File: src/rtl/pwm_duty_ctrl.sv
// rtl/pwm_duty_ctrl.sv - PWM duty controller with button/load target and wrap-aligned duty ramp
// Duty only moves on the counter wrap, so every period compares against one stable duty value.
module pwm_duty_ctrl #(
  parameter int WIDTH        = 4,
  parameter int RAMP_PERIODS = 1
) (
  input  logic             CLoK,
  input  logic             RST_N,
  input  logic [WIDTH-1:0] CNTR,
  input  logic             INC,
  input  logic             DEC,
  input  logic             LD_VLD,
  input  logic [WIDTH:0]   LD_DUTY,
  output logic             LD_RDY,
  output logic [WIDTH:0]   DUTY,
  output logic [WIDTH:0]   TARGET,
  output logic             BUSY,
  output logic             PWM_OUT
);

  localparam logic [WIDTH:0]   DUTY_MAX  = {1'b1, {WIDTH{1'b0}}};
  localparam logic [WIDTH:0]   DUTY_ONE  = {{WIDTH{1'b0}}, 1'b1};
  localparam logic [WIDTH-1:0] CNTR_LAST = '1;
  localparam logic [3:0]       STEP_LAST = 4'(RAMP_PERIODS - 1);

  typedef enum logic {IDLE, RAMP} state_t;

  state_t         state;
  state_t         state_next;
  logic [3:0]     step;
  logic [3:0]     step_next;
  logic [WIDTH:0] duty_next;
  logic [WIDTH:0] target_next;
  logic           wrap;

  assign wrap = (CNTR == CNTR_LAST);

  always_comb begin
    target_next = TARGET;
    if (LD_VLD && LD_RDY) begin
      target_next = (LD_DUTY > DUTY_MAX) ? DUTY_MAX : LD_DUTY;
    end else if (INC && !DEC) begin
      if (TARGET != DUTY_MAX) target_next = TARGET + DUTY_ONE;
    end else if (DEC && !INC) begin
      if (TARGET != '0) target_next = TARGET - DUTY_ONE;
    end
  end

  always_comb begin
    duty_next = DUTY;
    step_next = '0;
    if (state == RAMP && TARGET != DUTY) begin
      step_next = step;
      if (wrap) begin
        if (step == STEP_LAST) begin
          step_next = '0;
          duty_next = (TARGET > DUTY) ? DUTY + DUTY_ONE : DUTY - DUTY_ONE;
        end else begin
          step_next = step + 4'd1;
        end
      end
    end
    // Deciding on the post-update values lets a retarget onto DUTY drop straight back to IDLE.
    state_next = (target_next != duty_next) ? RAMP : IDLE;
    if (state_next == IDLE) step_next = '0;
  end

  always_ff @(posedge CLoK or negedge RST_N) begin
    if (!RST_N) begin
      state   <= IDLE;
      step    <= '0;
      DUTY    <= '0;
      TARGET  <= '0;
      LD_RDY  <= 1'b0;
      BUSY    <= 1'b0;
      PWM_OUT <= 1'b0;
    end else begin
      state   <= state_next;
      step    <= step_next;
      DUTY    <= duty_next;
      TARGET  <= target_next;
      LD_RDY  <= (state_next == IDLE);
      BUSY    <= (state_next == RAMP);
      PWM_OUT <= ({1'b0, CNTR} < DUTY);
    end
  end

endmodule

File: config.mk
export PLATFORM = sky130hd
export DESIGN_NAME = pwm_duty_ctrl
export DESIGN_NICKNAME = d
export VERILOG_FILES = /design/src/rtl/pwm_duty_ctrl.sv
export SDC_FILE = /design/constraint.sdc
export NUM_CORES = 1
export LEC_CHECK = 0
export ABC_AREA = 1
export ABC_CLOCK_PERIOD_IN_PS = 3080
export CELL_PAD_IN_SITES_DETAIL_PLACEMENT = 2
export CELL_PAD_IN_SITES_GLOBAL_PLACEMENT = 2
export CORE_UTILIZATION = 30
export CTS_BUF_LIST = sky130_fd_sc_hd__clkbuf_8
export DETAILED_ROUTE_END_ITERATION = 7
export GPL_TIMING_DRIVEN = 0
export PLACE_DENSITY_LB_ADDON = 0.1
export SLEW_MARGIN = 20
export SYNTH_ARGS = -nofsm -noshare
export SYNTH_HDL_FRONTEND = slang
export SYNTH_SLANG_ARGS = --single-unit
File: constraint.sdc
create_clock -name CLoK -period 3.08 [get_ports CLoK]
set_clock_uncertainty 0.05 [all_clocks]
set_input_delay 0.616 -clock CLoK [delete_from_list [all_inputs] [get_ports CLoK]]
set_output_delay 0.616 -clock CLoK [all_outputs]
set_load 0.05 [all_outputs]
Word-level counts from Yosys, hierarchy flattened --
Index checks and enable logic that the tools add are counted.
Storage, ports and cells: register bits after elaboration 17, input bits 14, output and inout port bits 13, word-level logic and storage cells 43
Operators by class: $add $sub $neg 5, magnitude comparators 3, equal/unequal tests 5, mux-type cells 15, bitwise operators 1, reduce and logical (&&, ||, !) cells 8
Operators by type and width (number):
- two-way mux 5 bit | 10
- two-way mux 4 bit | 4
- adder 5 x 1 -> 5 bit, second input constant | 2
- inequality test 5 bit | 2
- subtractor 5 x 1 -> 5 bit, second input constant | 2
- greater-than comparator 5 bit | 1
- greater-than comparator 5 bit, second input constant | 1
- less-than comparator 4 x 5 -> 1 bit | 1
- inequality test 5 bit, second input constant | 1
- nonzero test 5 bit | 1
- adder 4 x 1 -> 4 bit, second input constant | 1
- equality test 4 bit, second input constant | 1
- logical AND 1 bit | 4
- logical NOT 4 bit | 1
- inequality test 3 bit, second input constant | 1
- logical NOT 1 bit | 2
- two-way mux 1 bit | 1
- inverter 1 bit | 1

Longest topological paths before layout --
depth after elaboration 8, mapped depth 21, mapped depth without buffers 21

Least setup slack after synthesis --
Ideal clock, no wire load.
kind reg2reg, from register DUTY[1], to register step[0], setup time 0.127 ns, arrival 2.754 ns, required time 2.903 ns, setup slack 0.149 ns, stages on the path, launching flop included 19, path buffers 0, period minus slack after synthesis 2.931 ns, path through dfrtp_1 > inv_1 > ha_1 > nand2_1 > nor2_2 > nand2_2 > nand2_1 > inv_1 > fa_1 > xnor2_1 > nand4_1 > nand2_2 > inv_1 > nand2_1 > nand2_1 > clkinv_1 > nand2_2 > nor2_4 > a21oi_1
On the way: cells in the longest elaborated chain, start to end 8, elaborated cells on any way between the ends 14, classes of those cells add/sub: 2; order compare: 1; eq/ne: 3; mux: 7; reduce/logical: 1
RTL lines:
- from (decl) | line 15 | output logic [WIDTH:0] DUTY,
- from (signal assigned) | line 80 | DUTY <= duty_next;
- subtractor 5 x 1 -> 5 bit, or another cell as far along | line 57 | duty_next = (TARGET > DUTY) ? DUTY + DUTY_ONE : DUTY - DUTY_ONE;
- two-way mux 5 bit | line 57
- two-way mux 5 bit | line 55 | if (step == STEP_LAST) begin
- two-way mux 5 bit | line 54 | if (wrap) begin
- two-way mux 5 bit (*) | line 52 | if (state == RAMP && TARGET != DUTY) begin
- via duty_next[2] | line 32 | logic [WIDTH:0] duty_next;
- inequality test 5 bit (*) | line 64 | state_next = (target_next != duty_next) ? RAMP : IDLE;
- two-way mux 1 bit (*) | line 64
- inequality test 3 bit (no source line) / two-way mux 4 bit (equally long branches)
- to (signal assigned) | line 79 | step <= step_next;
- to (decl) | line 30 | logic [3:0] step;
The timed path passes the listed nets; every way through them passes the cells marked *. A chain may end at the register's enable or synchronous reset.

Worst setup path after layout --
from register TARGET[3], to register step[3]
On the way: cells in the longest elaborated chain, start to end 8, elaborated cells on any way between the ends 21, classes of those cells add/sub: 2; order compare: 1; eq/ne: 4; mux: 12; reduce/logical: 2
RTL lines:
- from (decl) | line 16 | output logic [WIDTH:0] TARGET,
- from (signal assigned) | line 81 | TARGET <= target_next;
- greater-than comparator 5 bit | line 57
- two-way mux 5 bit | line 57
- two-way mux 5 bit | line 55
- two-way mux 5 bit | line 54
- two-way mux 5 bit (*) | line 52
- via duty_next[2] | line 32
- inequality test 5 bit (*) | line 64
- two-way mux 1 bit (*) | line 64
- inequality test 3 bit (no source line) / two-way mux 4 bit (equally long branches)
Marks and branches as above.

==> out/results.tsv <==
stage	metric	value	unit
status	status	finished clean	
global_route	initial antenna violation count	0	
timing	setup violators final	0	
die	row count	25	
routing	DRT antenna net count	0	
cells_and_area	synthesis-to-layout area growth	29.7	%
die	chip height	74.0	µm
synthesis	ys flop type	dfrtp_1	
timing	Final Critical Period	3.02	ns
hold_path	Min-Delay Path Class	register to register	
global_route	first-pass GRT wire length	7530	µm
pwr	LEAKAGE	0.00105	µW
die	Initial Util	32.1	%
synthesis	Cell variety after synth	26	
placement	worst slack at placement	0.0296	ns
placement	placer's final routability congestion estimate	0.741	
timing	Fin. Hold Viols	0	
placement	HPWL after DPL	3750	µm
die	total core area	4850	µm²
die	die footprint	5470	µm²
clock_network	worst-skew pair later-pin latency	0.25	ns
synthesis	Syn Nets	255	
cells_and_area	Layout Nets	288	
pwr	Design Power	2360	µW
die	Top Ports	27	
timing	Post-Route Setup TNS	0	ns
routing	routed vias/inst	4.82	
synthesis	post-synthesis sequential area ratio	27.4	%
routing	# DRC	0	
worst_setup_path	Crit-path slowest cell	dfrtp_2	
worst_setup_path	CP Launch Type	register	
placement	I/O Buffers	26	
routing	via count	1561	
synthesis	mapped cell area	1550	µm²
synthesis	Post-synth EDFFs	0	
timing	Rel. slew slack	47.4	%
worst_setup_path	Most common cell on crit path	nand2_1	
timing	period utilisation layout	98.1	%
synthesis	cells after synthesis	225	
timing	Final WS setup	0.0599	ns
synthesis	post-synthesis average cell area	6.91	µm²
worst_setup_path	Max Fanout on Critical Path	6	
worst_setup_path	Worst Path Required	3.17	ns
synthesis	top-area cell type share of the netlist area	27.4	%
synthesis	Yosys top cell by area	dfrtp_1	
job	Max-cap violations	0	
routing	drt initial violations	30	
worst_setup_path	Critical Path Max Stage Delay	0.47	ns
clock_network	Root Buffer	clkbuf_8	
routing	DRT Pass-1 Iters	4	
clock_network	H-tree levels	1	
clock_network	Max Root-Sink Buffers	2	
cells_and_area	Final Core Density	41.6	%
pwr	peak supply drop	0.000415	V
worst_setup_path	crit path DAT	3.11	ns
timing	Tightest Pin Transition	0.786	ns
global_route	vias in the first global route	1580	
cells_and_area	share of post-route cells with drive strength above 1	17.1	%
hold_path	Worst Hold Depth	2	
routing	final wirelength	4890	µm
worst_setup_path	critical path, cell by cell	ha_1, nand2_1, nor2_2, nand2_4, nand2_4, inv_1, fa_1, xnor2_1, nand4_1, nand2_2, inv_1, nand2_1, nand2_1, clkinv_1, nand2_2, nor2_4, a21oi_1	
worst_setup_path	CP delay by family, top	simple AND/OR/NAND/NOR gates	
synthesis	largest cells by area after synthesis	dfrtp_1 27%, nand2_1 15%, ha_1 12%	
die	Die Wd	74.0	µm
synthesis	FFs w/ async S/R, synth	100	%
global_route	largest net degree at the start of global routing	18	
clock_network	Inserted Clock Buffers	3	
pwr	PwrDens	1170	nW/µm²
global_route	total grt overflow	0	
clock_network	CTS tree	built	
synthesis	yosys warns	0	
clock_network	clock sinks	17	
timing	Max Clk Rate	331	MHz
worst_setup_path	cell count along the critical path	17	
timing	Max Slew Vio Count	0	
worst_setup_path	reg2reg path depth	17	
worst_setup_path	critical path class	register to register	
worst_setup_path	CP bufs+invs	3	
global_route	Total GRT Usage	18.2	%
clock_network	Worst-path clk slew	0.07	ns
synthesis	Seq cells post-synth	17	
cells_and_area	total inserted antenna cells	0	
routing	wire length per cell	15.1	µm
worst_setup_path	crit end category	register	
## metal layers
metal	part of all wire, %	track usage [%]	wire length (µm)	vias up
met3	2.0	3.25	99	2
li1	-	-	-	780
met1	47	26.1	2310	759
met5	0	0	0	-
met4	0.12	1.28	6	0
met2	51	29.9	2470	20
## area by class of cell
class,count,area [µm²]
repair buffers,28,275
flip-flops and latches,17,429
plain buffers,1,11.3
multi-input cells,164,1010
inverters,43,161
clock buffers,3,41.3
fillers,583,2830
clock inverters,1,7.51
well taps,67,83.8
## logic make-up (layout without fill, tap and decap cells)
| family | after synthesis | count (layout) | synth area share [%] |
|---|---|---|---|
| buffers and inverters | 44 | 76 | 11.1 |
| and+or+nand+nor | 127 | 127 | 40.1 |
| DFF | 17 | 17 | 27.4 |
| AOI/OAI and AO/OA | 18 | 18 | 6.36 |
| adders and majority gates | 16 | 16 | 13.4 |
| xor gates and xnor gates | 3 | 3 | 1.69 |
## cells in the mapped netlist (4+ instances only)
cell type and instances:
inv_1 38, nor2_4 4, o21ai_0 4, inv_2 4, nor2_1 9, ha_1 15, nand3_1 25, nand4_1 6
dfrtp_1 17, nand2_1 63, nand2_2 11, a21oi_1 11
## state kept, by name (all words and copies together), names as in the netlist
name	cells
step	4
state	1
TARGET	5
DUTY	5
LD_RDY	1
PWM_OUT	1
## repair_timing
action,in CTS,in global routing
setup buffers,0,2
gates resized for setup,0,13
endpoints found under the setup margin,0,6
hold buffers,0,0
## tightest hold or removal path: cells and delay by family, from the launching register on
| family | cells | cell delay [ns] |
|---|---|---|
| DFF | 1 | 0.38 |
| and+or+nand+nor | 2 | 0.15 |
## stage by stage
stage / hold slack [ns] / cell area [µm²] / cells
3_3_place_gp: 0.519 / 1900 / 318
2_1_floorplan: 0.270 / 1550 / 225
5_1_grt: 0.528 / 2020 / 324
4_1_cts: 0.548 / 1950 / 322
3_5_place_dp: 0.529 / 1900 / 318
6_report: 0.515 / 2020 / 324
## layout by cell type, fill, tap and decap left out, types with 2 or more instances in the layout
cell	synthesis	routed
dfrtp_2	0	3
nand3_1	25	24
ha_1	15	13
a21oi_2	1	3
nor2_1	9	9
inv_2	4	5
o21ai_0	4	4
ha_4	0	2
nand2_2	11	10
clkbuf_8	0	3
nor2_2	3	3
nand2_4	1	3
a21oi_1	11	9
clkdlybuf4s50_1	0	26
nand4_1	6	6
nand2_1	63	62
dfrtp_1	17	14
nor2_4	4	4
xor2_1	2	2
inv_1	38	37
nand3_2	2	3
buf_4	0	2
## worst paths after layout
path | from | endpoint | slack (ns)
max reg2reg | TARGET[3] | step[3] | 0.06
min | DUTY[2] | DUTY[2] | 0.52
max | TARGET[3] | step[3] | 0.06
min in group asynchronous | RST_N | PWM_OUT | 0.77
min reg2reg | DUTY[2] | DUTY[2] | 0.52
max in group asynchronous | RST_N | DUTY[1] | 1.67
## where the power goes
| group | leakage [µW] | internal [µW] | switching (µW) |
|---|---|---|---|
| combinational | 0.000825 | 635 | 1130 |
| sequential | 0.000200 | 307 | 119 |
| clock | 0.0000217 | 91.0 | 79.8 |
| total | 0.00105 | 1030 | 1330 |
Power figures use the tool's default switching activity.
